===== config.mk =====
export PLATFORM = sky130hd
export DESIGN_NAME = text_scanout
export DESIGN_NICKNAME = d
export VERILOG_FILES = /design/src/rtl/video_pkg.sv /design/src/rtl/vga_timing.sv /design/src/rtl/text_scanout.sv
export SDC_FILE = /design/constraint.sdc
export NUM_CORES = 1
export LEC_CHECK = 0
export ABC_AREA = 1
export CORE_AREA = 2 2 80 82
export DETAILED_ROUTE_END_ITERATION = 8
export DIE_AREA = 0 0 82 84
export PLACE_DENSITY = 0.83
export SETUP_SLACK_MARGIN = 0.2
export SLEW_MARGIN = 20
export SYNTH_ARGS = -nofsm -noshare
export SYNTH_HDL_FRONTEND = slang
export SYNTH_SLANG_ARGS = --single-unit

===== constraint.sdc =====
create_clock -name clk -period 4.25 [get_ports clk]
set_clock_uncertainty 0.2 [all_clocks]
set_input_delay 1.0625 -clock clk [delete_from_list [all_inputs] [get_ports clk]]
set_output_delay 1.0625 -clock clk [all_outputs]
set_load 0.01 [all_outputs]

===== src/rtl/video_pkg.sv =====
// ---------------------------------------------------------------------------
// video_pkg
//   Shared constants and types for the text-mode video path.
//   - CHAR_W/CHAR_H glyph geometry, COLS/ROWS text grid
//   - 640x480@60 horizontal/vertical timing and derived totals
//   - cell_t: one text buffer entry {attr, code}, shared with the buffer writer
//   - in_window(): counter range decode used for the sync pulses
//   - glyph_row(): final glyph row after cursor force and reverse video
// ---------------------------------------------------------------------------
package video_pkg;

   localparam int CHAR_W  = 8;
   localparam int CHAR_H  = 16;

   localparam int H_VIS   = 640;
   localparam int H_FP    = 16;
   localparam int H_SYNC  = 96;
   localparam int H_BP    = 48;
   localparam int H_TOTAL = H_VIS + H_FP + H_SYNC + H_BP;

   localparam int V_VIS   = 480;
   localparam int V_FP    = 10;
   localparam int V_SYNC  = 2;
   localparam int V_BP    = 33;
   localparam int V_TOTAL = V_VIS + V_FP + V_SYNC + V_BP;

   localparam int COLS    = H_VIS / CHAR_W;
   localparam int ROWS    = 25;

   // Width of the beam counters; wide enough for H_TOTAL and V_TOTAL.
   localparam int CNT_W   = 10;

   typedef struct packed {
      logic       attr;
      logic [7:0] code;
   } cell_t;

   function automatic logic in_window(input logic [CNT_W-1:0] cnt,
                                      input int lo, input int len);
      return (int'(cnt) >= lo) && (int'(cnt) < lo + len);
   endfunction

   function automatic logic [CHAR_W-1:0] glyph_row(input logic [CHAR_W-1:0] bits,
                                                   input logic attr,
                                                   input logic force_on);
      logic [CHAR_W-1:0] row;
      row = force_on ? {CHAR_W{1'b1}} : bits;
      return row ^ {CHAR_W{attr}};
   endfunction

endpackage


===== src/rtl/vga_timing.sv =====
// ---------------------------------------------------------------------------
// vga_timing
//   Beam counters and raw (undelayed) timing decodes for the text display.
//   Ports:
//     clk, rst_n      clock, asynchronous active-low reset
//     pix_ce          pixel-clock enable; counters advance only when high
//     hc, vc          current beam column / line
//     hsync_raw       active-low horizontal sync for the current hc
//     vsync_raw       active-low vertical sync for the current vc
//     de_raw          beam is inside the text area (hc < H_VIS, vc < TXT_LINES)
//     frame_raw       beam is at (0,0)
//     frame_end       beam is at the last position of the frame
// ---------------------------------------------------------------------------
module vga_timing
   import video_pkg::*;
#(
   parameter int H_VIS     = video_pkg::H_VIS,
   parameter int H_FP      = video_pkg::H_FP,
   parameter int H_SYNC    = video_pkg::H_SYNC,
   parameter int H_BP      = video_pkg::H_BP,
   parameter int V_VIS     = video_pkg::V_VIS,
   parameter int V_FP      = video_pkg::V_FP,
   parameter int V_SYNC    = video_pkg::V_SYNC,
   parameter int V_BP      = video_pkg::V_BP,
   parameter int TXT_LINES = video_pkg::ROWS * video_pkg::CHAR_H
) (
   input  logic             clk,
   input  logic             rst_n,
   input  logic             pix_ce,
   output logic [CNT_W-1:0] hc,
   output logic [CNT_W-1:0] vc,
   output logic             hsync_raw,
   output logic             vsync_raw,
   output logic             de_raw,
   output logic             frame_raw,
   output logic             frame_end
);

   localparam logic [CNT_W-1:0] HC_LAST = CNT_W'(H_VIS + H_FP + H_SYNC + H_BP - 1);
   localparam logic [CNT_W-1:0] VC_LAST = CNT_W'(V_VIS + V_FP + V_SYNC + V_BP - 1);

   logic [CNT_W-1:0] hc_q, hc_d;
   logic [CNT_W-1:0] vc_q, vc_d;
   logic             hc_wrap;

   assign hc_wrap = (hc_q == HC_LAST);

   always_comb begin
      hc_d = hc_q;
      vc_d = vc_q;
      if (pix_ce) begin
         if (hc_wrap) begin
            hc_d = '0;
            vc_d = (vc_q == VC_LAST) ? '0 : vc_q + 1'b1;
         end else begin
            hc_d = hc_q + 1'b1;
         end
      end
   end

   always_ff @(posedge clk or negedge rst_n) begin
      if (!rst_n) begin
         hc_q <= '0;
         vc_q <= '0;
      end else begin
         hc_q <= hc_d;
         vc_q <= vc_d;
      end
   end

   assign hc        = hc_q;
   assign vc        = vc_q;
   assign de_raw    = (hc_q < CNT_W'(H_VIS)) && (vc_q < CNT_W'(TXT_LINES));
   assign hsync_raw = ~in_window(hc_q, H_VIS + H_FP, H_SYNC);
   assign vsync_raw = ~in_window(vc_q, V_VIS + V_FP, V_SYNC);
   assign frame_raw = (hc_q == '0) && (vc_q == '0);
   assign frame_end = hc_wrap && (vc_q == VC_LAST);

endmodule


===== src/rtl/text_scanout.sv =====
// ---------------------------------------------------------------------------
// text_scanout
//   Read side of the text buffer: VGA timing, character fetch, font lookup
//   and glyph serialisation to a 1-bit pixel stream.
//   Optional feature: define CURSOR_EN for a blinking underline cursor.
//   Ports:
//     clk, rst_n      clock, asynchronous active-low reset
//     pix_ce          pixel-clock enable; all state advances only when high
//     vrx, vry        text RAM read column / row (registered)
//     vrd             text RAM data {attr, code}, combinational from vrx/vry
//     font_addr       {code, glyph line} to the external font ROM (registered)
//     font_data       glyph row from the font ROM, bit 7 = leftmost pixel
//     cur_x, cur_y    cursor cell (only used with CURSOR_EN)
//     hsync, vsync    active-low syncs, aligned with pix
//     de              display enable for the text area, aligned with pix
//     pix             pixel, 1 = foreground
//     frame           one-ce pulse with the pixel at (0,0)
//   Latency: a beam position appears on the outputs two enables after the
//   enable that consumed it (fetch -> font lookup -> shift load).
// ---------------------------------------------------------------------------
module text_scanout
   import video_pkg::*;
#(
   parameter int H_VIS  = video_pkg::H_VIS,
   parameter int H_FP   = video_pkg::H_FP,
   parameter int H_SYNC = video_pkg::H_SYNC,
   parameter int H_BP   = video_pkg::H_BP,
   parameter int V_VIS  = video_pkg::V_VIS,
   parameter int V_FP   = video_pkg::V_FP,
   parameter int V_SYNC = video_pkg::V_SYNC,
   parameter int V_BP   = video_pkg::V_BP,
   parameter int ROWS   = video_pkg::ROWS
) (
   input  logic        clk,
   input  logic        rst_n,
   input  logic        pix_ce,
   output logic [6:0]  vrx,
   output logic [4:0]  vry,
   input  logic [8:0]  vrd,
   output logic [11:0] font_addr,
   input  logic [7:0]  font_data,
   input  logic [6:0]  cur_x,
   input  logic [4:0]  cur_y,
   output logic        hsync,
   output logic        vsync,
   output logic        de,
   output logic        pix,
   output logic        frame
);

   localparam int TXT_LINES = ROWS * CHAR_H;

   logic [CNT_W-1:0] hc, vc;
   logic             hsync_raw, vsync_raw, de_raw, frame_raw, frame_end;

   vga_timing #(
      .H_VIS     (H_VIS),
      .H_FP      (H_FP),
      .H_SYNC    (H_SYNC),
      .H_BP      (H_BP),
      .V_VIS     (V_VIS),
      .V_FP      (V_FP),
      .V_SYNC    (V_SYNC),
      .V_BP      (V_BP),
      .TXT_LINES (TXT_LINES)
   ) u_timing (
      .clk       (clk),
      .rst_n     (rst_n),
      .pix_ce    (pix_ce),
      .hc        (hc),
      .vc        (vc),
      .hsync_raw (hsync_raw),
      .vsync_raw (vsync_raw),
      .de_raw    (de_raw),
      .frame_raw (frame_raw),
      .frame_end (frame_end)
   );

   cell_t cell_in;
   logic  fetch;
   logic  cur_hit;

   assign cell_in = cell_t'(vrd);
   // One fetch per character cell, only inside the text area, so the read
   // address never leaves the COLS x ROWS grid.
   assign fetch   = pix_ce && de_raw && (hc[2:0] == 3'd0);

`ifdef CURSOR_EN
   logic [7:0] framecnt_q, framecnt_d;
   logic       blink;
   logic       unused_bits;

   // Counting at the last beam position makes the count equal the index of
   // the frame being scanned (frame 0 follows reset).
   always_comb begin
      framecnt_d = framecnt_q;
      if (pix_ce && frame_end) framecnt_d = framecnt_q + 8'd1;
   end

   always_ff @(posedge clk or negedge rst_n) begin
      if (!rst_n) framecnt_q <= '0;
      else        framecnt_q <= framecnt_d;
   end

   assign blink       = framecnt_q[4];
   assign cur_hit     = blink && (hc[9:3] == cur_x) && (vc[8:4] == cur_y);
   assign unused_bits = vc[9];
`else
   logic unused_bits;
   assign cur_hit     = 1'b0;
   assign unused_bits = ^{cur_x, cur_y, frame_end, vc[9]};
`endif

   // p1: read address and control captured at the fetch enable
   logic [6:0]  vrx_q, vrx_d;
   logic [4:0]  vry_q, vry_d;
   logic [3:0]  line_p1_q, line_p1_d;
   logic        ld_p1_q, ld_p1_d;
   logic        cur_p1_q, cur_p1_d;
   logic        hs_p1_q, hs_p1_d, vs_p1_q, vs_p1_d;
   logic        de_p1_q, de_p1_d, fr_p1_q, fr_p1_d;
   // p2: font address built from the returned cell
   logic [11:0] font_addr_q, font_addr_d;
   logic        attr_p2_q, attr_p2_d;
   logic        ld_p2_q, ld_p2_d;
   logic        cur_p2_q, cur_p2_d;
   logic        hs_p2_q, hs_p2_d, vs_p2_q, vs_p2_d;
   logic        de_p2_q, de_p2_d, fr_p2_q, fr_p2_d;
   // p3: pixel shifter and aligned timing outputs
   logic [7:0]  shift_q, shift_d;
   logic        hsync_q, hsync_d, vsync_q, vsync_d;
   logic        de_q, de_d, frame_q, frame_d;

   always_comb begin
      vrx_d       = vrx_q;
      vry_d       = vry_q;
      line_p1_d   = line_p1_q;
      ld_p1_d     = ld_p1_q;
      cur_p1_d    = cur_p1_q;
      hs_p1_d     = hs_p1_q;
      vs_p1_d     = vs_p1_q;
      de_p1_d     = de_p1_q;
      fr_p1_d     = fr_p1_q;
      font_addr_d = font_addr_q;
      attr_p2_d   = attr_p2_q;
      ld_p2_d     = ld_p2_q;
      cur_p2_d    = cur_p2_q;
      hs_p2_d     = hs_p2_q;
      vs_p2_d     = vs_p2_q;
      de_p2_d     = de_p2_q;
      fr_p2_d     = fr_p2_q;
      shift_d     = shift_q;
      hsync_d     = hsync_q;
      vsync_d     = vsync_q;
      de_d        = de_q;
      frame_d     = frame_q;

      if (pix_ce) begin
         // p0 -> p1
         ld_p1_d = fetch;
         if (fetch) begin
            vrx_d     = hc[9:3];
            vry_d     = vc[8:4];
            line_p1_d = vc[3:0];
            cur_p1_d  = cur_hit;
         end
         hs_p1_d = hsync_raw;
         vs_p1_d = vsync_raw;
         de_p1_d = de_raw;
         fr_p1_d = frame_raw;

         // p1 -> p2
         ld_p2_d = ld_p1_q;
         if (ld_p1_q) begin
            font_addr_d = {cell_in.code, line_p1_q};
            attr_p2_d   = cell_in.attr;
            // Underline cursor occupies the bottom two glyph lines.
            cur_p2_d    = cur_p1_q && (line_p1_q >= 4'd14);
         end
         hs_p2_d = hs_p1_q;
         vs_p2_d = vs_p1_q;
         de_p2_d = de_p1_q;
         fr_p2_d = fr_p1_q;

         // p2 -> p3: zeros shift in, so the area after the last cell is blank
         shift_d = ld_p2_q ? glyph_row(font_data, attr_p2_q, cur_p2_q)
                           : {shift_q[6:0], 1'b0};
         hsync_d = hs_p2_q;
         vsync_d = vs_p2_q;
         de_d    = de_p2_q;
         frame_d = fr_p2_q;
      end
   end

   always_ff @(posedge clk or negedge rst_n) begin
      if (!rst_n) begin
         vrx_q       <= '0;
         vry_q       <= '0;
         line_p1_q   <= '0;
         ld_p1_q     <= 1'b0;
         cur_p1_q    <= 1'b0;
         hs_p1_q     <= 1'b1;
         vs_p1_q     <= 1'b1;
         de_p1_q     <= 1'b0;
         fr_p1_q     <= 1'b0;
         font_addr_q <= '0;
         attr_p2_q   <= 1'b0;
         ld_p2_q     <= 1'b0;
         cur_p2_q    <= 1'b0;
         hs_p2_q     <= 1'b1;
         vs_p2_q     <= 1'b1;
         de_p2_q     <= 1'b0;
         fr_p2_q     <= 1'b0;
         shift_q     <= '0;
         hsync_q     <= 1'b1;
         vsync_q     <= 1'b1;
         de_q        <= 1'b0;
         frame_q     <= 1'b0;
      end else begin
         vrx_q       <= vrx_d;
         vry_q       <= vry_d;
         line_p1_q   <= line_p1_d;
         ld_p1_q     <= ld_p1_d;
         cur_p1_q    <= cur_p1_d;
         hs_p1_q     <= hs_p1_d;
         vs_p1_q     <= vs_p1_d;
         de_p1_q     <= de_p1_d;
         fr_p1_q     <= fr_p1_d;
         font_addr_q <= font_addr_d;
         attr_p2_q   <= attr_p2_d;
         ld_p2_q     <= ld_p2_d;
         cur_p2_q    <= cur_p2_d;
         hs_p2_q     <= hs_p2_d;
         vs_p2_q     <= vs_p2_d;
         de_p2_q     <= de_p2_d;
         fr_p2_q     <= fr_p2_d;
         shift_q     <= shift_d;
         hsync_q     <= hsync_d;
         vsync_q     <= vsync_d;
         de_q        <= de_d;
         frame_q     <= frame_d;
      end
   end

   assign vrx       = vrx_q;
   assign vry       = vry_q;
   assign font_addr = font_addr_q;
   assign hsync     = hsync_q;
   assign vsync     = vsync_q;
   assign de        = de_q;
   assign pix       = shift_q[7] & de_q;
   assign frame     = frame_q;

endmodule


==> run metrics <==
CTS H-Tree Depth 3; post-route clock period utilization 66.3%; via count 2608; worst vdd rail ir drop 0.410 mV; Mean Syn Cell Area 8.87 µm²; syn_nets 403; RSZ-0062 raised after global routing no; hold path cells 2; # setup viols final 0; Max-cap violations 0; final core occ approximately 66%; CP arrival 2.86 ns; worst reg2reg path startpoint u_timing.hc[0]; number of CTS-inserted buffers 9; HPWL after DPL 4600 µm; CP Max Fanout 33; number of synthesized flops with an enable pin 0; max frequency 0.355 GHz; Top FF cell, synth dfrtp_1; Die Area 6890 µm²; commonest non-fill, non-tap cell in the layout nand2_1; largest net degree at the start of global routing 34; Core ar. 6100 µm²; remaining global-route overflow 0; Synth warnings 0; synthesis-to-finish area growth 22.8%; initial antenna violation count 0; Critical Path RT around 4.3 ns; Post-Syn Instances 367; row cnt 29; most frequent cells in the layout 94 x nand2_1, 65 x dfrtp_1, 47 x clkdlybuf4s50_1, 37 x o21ai_0, 35 x inv_1; Slew Limit Fails 0; routed vias/inst approximately 5.2; Setup crit start kind primary input; Initial Utilization between 50% and 60%; final net count 452; GP Congestion 0.861; clk slew on worst S/H paths 0.08 ns; CP Capture Type flip-flop; Yosys reg bits 71; Detailed Route WL 6620 µm; hold_buf cts 0; Worst R2R Path Depth 6; Sink Count ~70; Rel. slew slack 53.4%; Crit Path Class in2reg; min-delay worst type reg2reg; worst-margin pin slew 0.698 ns; Async SR Flop Fraction 100%; clock latency on the worst-skew pair 0.35 ns; Port Buffers 48; P_leak roughly 1.8 nW; CTS tree built; Period minus WS final around 2.8 ns; Die X 82 µm; Distinct cells, synth 27; vias in the first global route between 2000 and 3000; status finished, final reports clean; Avg WL per Cell 13.3 µm; share of layout cells above drive strength 1 between 10% and 20%; 1st-iter DRT viols between 150 and 200; Routed Antenna Nets 0; worst setup path start pix_ce; Syn Std Cell Area 3250 µm²; Antenna diodes 0; pwr dens 559 nW/µm²; share of the yosys chip area belonging to registers 54.8%; post-CTS sizing 0; Die Height 84 µm; hold_sp hs_p2_q; Root Buffer clkbuf_8; Post-CTS Setup Inserts 0; Hold Violations, Final 0; Tot GR Track Use 21.3%; Final TNS setup 0 ns; first-pass GRT wire length 11300 µm; worst-case clock buffer depth 2; IO Pins 61; DRC violations left 0; First-pass DRT Iterations 4
-- Yosys cell counts (4+ instances only) --
cell / instances / share of area [%]
inv_1: 35 / 4.0
o21ai_0: 37 / 5.7
clkbuf_1: 4 / 0.46
nand4_1: 8 / 1.5
ha_1: 4 / 1.5
nor2_1: 31 / 3.6
buf_2: 6 / 0.92
nor3_1: 5 / 0.77
nand3_1: 12 / 1.8
mux2_2: 13 / 4.5
dfrtp_1: 65 / 50
xor2_1: 5 / 1.3
a21oi_1: 25 / 3.8
nand2_1: 94 / 11
dfstp_2: 6 / 4.8
-- through the flow --
stage / cells / hold WS (ns) / power (mW) / cell area (µm²) / setup slack (ns)
floorplan: 367 / 0.242 / 1.36 / 3250 / 2.18
detailed placement: 482 / 0.258 / 1.65 / 3770 / 1.11
global route: 498 / 0.294 / 2.38 / 4000 / 1.24
CTS: 498 / 0.270 / 2.25 / 4000 / 1.43
global placement: 482 / 0.252 / 1.61 / 3770 / 1.21
finish: 498 / 0.266 / 2.23 / 4000 / 1.43
-- worst max-delay path: stages --
cell             delay, ns
clkdlybuf4s50_1       0.60
nand2_1               0.11
nor2_1                0.18
nand3_2               0.49
o21ai_0               0.41
-- power breakdown --
group          internal [mW]  total (mW)  leakage (nW)  switching (mW)
logic                  0.322       0.635         0.840           0.313
registers              0.864        1.00         0.871           0.141
clock network          0.346       0.594         0.110           0.247
total                   1.53        2.23          1.82           0.702
-- path summary, 6_finish.rpt --
kind                       slack [ns]   endpoint
max                              1.43     vrx[6]
min                              0.27    hs_p2_q
max reg2reg                      2.17     vrx[6]
min reg2reg                      0.27    hs_p2_q
max in group asynchronous        2.51    hs_p1_q
min in group asynchronous        0.56  attr_p2_q
-- layout make-up --
cell class / count / area, µm²
Clock buffer: 11 / 141
Clock inverter: 5 / 81.3
Fill cell: 505 / 2100
Inverter: 35 / 131
Multi-Input combinational cell: 247 / 1260
Sequential cell: 71 / 1780
Tap cell: 77 / 96.3
Timing Repair Buffer: 52 / 505
-- sequential cells by signal, indices dropped and copies added (netlist names), 4 cells and up --
register     flops
vry              5
vrx              7
u_timing.hc     10
shift_q          8
line_p1_q        4
font_addr       12
u_timing.vc     10
-- logic make-up after synthesis --
| kind of cell | after synthesis | synth area share (%) |
|---|---|---|
| adder cells (fa/ha/maj) | 4 | 1.54 |
| AND/OR/NAND/NOR | 157 | 20.5 |
| XOR/XNOR | 5 | 1.35 |
| AO/OA/AOI/OAI | 68 | 10.7 |
| buffers and inverters | 49 | 6.57 |
| flip-flops | 71 | 54.8 |
| multiplexers | 13 | 4.50 |
-- layer usage --
layer  vias to the layer above  global-route usage [%]  routed length (µm)
met4                         0                    10.2                 155
met2                        93                    32.8                3000
met1                      1206                    28.3                3040
li1                       1296                       -                   -
met3                        13                    4.76                 418
met5                         -                       0                   0
(Power assumes the default switching activity.)
==> patch (same flow settings) <==
Build with the macro `CURSOR_EN` defined.
--- a/src/rtl/text_scanout.sv
+++ b/src/rtl/text_scanout.sv
@@ -18,6 +18,8 @@
 //   Latency: a beam position appears on the outputs two enables after the
 //   enable that consumed it (fetch -> font lookup -> shift load).
 // ---------------------------------------------------------------------------
+`define CURSOR_EN
+
 module text_scanout
    import video_pkg::*;
 #(
Function: same outputs for any inputs over 10 cycles, from zero or initial values and one cycle with rst_n low; that may be too few to reach the edited logic, so the function may still have changed.
==> patch against the original RTL <==
Area after synthesis up 23%; design area grew 21%; routed wire length up 39%; setup slack got worse by 0.13 ns; largest cell class unchanged; total power rose by 5.7%; largest power group unchanged; clock power down 8.6%; count of clock-buffer cells in the layout stayed put; critical endpoint is now attr_p2_q; synthesized cell count up 41%; sequential cell count increased by 7; register-to-register slack got worse by 0.06 ns; maximum frequency down 4.5%; highest routed layer unchanged.
==> patch: results (changes against the original RTL) <==
GRT
  – All-Layer GR Usage: 0.292 (+0.0787)
  – Maximum number of pins on one net before global-route repair: 79 (+130%)
  – Initial antenna violation count: 0 (unchanged)
  – Vias in the first global route: 3344 (+31%)
  – First-pass GRT wire length: 15.5 mm (+37%)

Logic synthesis
  – Sequential element share of the synthesized area: 0.490 (-0.0584)
  – Syn Area/Cell: 7.72 sq um (-13%)
  – Dominant synthesized flop cell: dfrtp_1
  – Asr flop ratio synth: 1.00 (unchanged)
  – Yosys warning total: 0 (unchanged)
  – Synth unique cells: 35 (+30%)
  – Synth area leaders: dfrtp_1 (45%), nand2_1 (18%), inv_1 (5.3%)
  – Synth top cells by count: nand2_1 (187), dfrtp_1 (72), inv_1 (56), nor2_1 (36), nand3_1 (28)
  – Synthesized net count: 555 (+38%)

Clock tree
  – CTS clk-pin slew, worst paths: 0.07 ns
  – TritonCTS buffer count: 9 (unchanged)
  – CTS max path bufs: 2 (unchanged)
  – Clock Tree Root: clkbuf_8
  – H-Tree Depth: 3 (unchanged)
  – Post-CTS Setup Inserts: 0 (unchanged)
  – Post-cts sizing count: 0 (unchanged)

Detailed routing
  – Per-cell routed wire length: 14.0 microns (+5.4%)
  – Top Layer Used: met4
  – Vias after detailed routing: 3563 (+37%)
  – Routed wire length on met2: 4.50 mm (+50%)
  – 1st-pass router iterations: 6 (+2)
  – Wire length on met3: 416 microns (-0.48%)
  – Met1 Routed Length: 4.06 mm (+34%)
  – Initial DRC Count: 242 (+52%)

Layout
  – Fin cells: 655 (+32%)
  – Share of layout cells above drive strength 1: 0.0571 (-0.0474)
  – Max reg flops: 12 (unchanged)
  – Filler Cells Inserted: 441 (-13%)
  – Final nets: 610 (+35%)
  – Antenna cells: 0 (unchanged)

Place
  – Pre-CTS setup slack: 0.934 ns (-0.172 ns)
  – Port bufs: 60 (+25%)
  – Placed cell area: 4610 sq um (+22%)
  – Placed cell count: 638 (+32%)
  – Final GP Congestion: 0.898 (+4.3%)
  – DP HPWL: 6.49 mm (+41%)

Timing
  – Least-Margin Pin Slew: 0.683 ns (-0.0156 ns)
  – Final-report hold violation count: 0 (unchanged)

Power
  – Pint: 1.52 mW (-0.52%)
  – Leakage: 2.45 nW (+34%)
  – VDD IR max: 0.355 mV (-13%)

Outcome
  – Status: finished, final reports clean

Setup path
  – CP max FO: 38 (+15%)
  – Critical Path AT: 2.94 ns (+0.08 ns)
## patch: changes by cell type after synthesis, moves of 3 or more
cell	change
dfrtp_1	+7
nand4_1	+3
nand3_1	+16
nor2_1	+5
clkbuf_1	+4
o21ai_1	+17
mux2_2	-13
inv_1	+21
xnor2_1	+4
a21oi_1	-8
nand2_1	+93
o21ai_0	-12
## patch: logic make-up after synthesis
logic type / synth area share
xor gates and xnor gates: 0.0241
and+or+nand+nor: 0.301
buffers and inverters: 0.0776
AOI/OAI and AO/OA: 0.0916
DFF: 0.490
adders and majority gates: 0.0156
## patch: final cells by class
class                      count  area [sq um]  share of cell area
clock buffer                  11           131              0.0272
clock inverter                 5          58.8              0.0122
inverter                      58           218              0.0451
multi-input combinational    364          1730               0.358
sequential                    78          1960               0.406
tap                           77          96.3              0.0200
timing repair buffer          62           633               0.131
## patch: layer usage
metal,GRT usage,up-vias
met4,0.126,0
met1,0.405,1686
met3,0.0444,18
li1,-,1755
met5,0,-
met2,0.453,104
## patch: power groups by stage
stage,logic [mW],registers [mW],clock network (mW)
detailed placement,0.724,1.10,0
global route,0.809,1.11,0.586
floorplan,0.391,1.09,0
finish,0.726,1.09,0.543
CTS,0.728,1.09,0.549
global placement,0.690,1.09,0
## patch: path summary, 6_finish.rpt
kind,cells past startpoint,from,slack [ns],end
worst min register to register,2,hsync,0.27,hsync
worst max register to register,5,u_timing.vc[5],2.11,vrx[2]
worst min-delay path,2,hsync,0.27,hsync
max in group asynchronous,2,rst_n,2.82,hs_p1_q
min in group asynchronous,1,rst_n,0.41,u_timing.hc[8]
worst max-delay path,5,pix_ce,1.30,attr_p2_q
## patch: worst max-delay path, cell delays in order
cell,delay (ns)
clkdlybuf4s50_1,0.49
buf_4,0.36
nand2_1,0.39
inv_1,0.42
o21ai_0,0.20
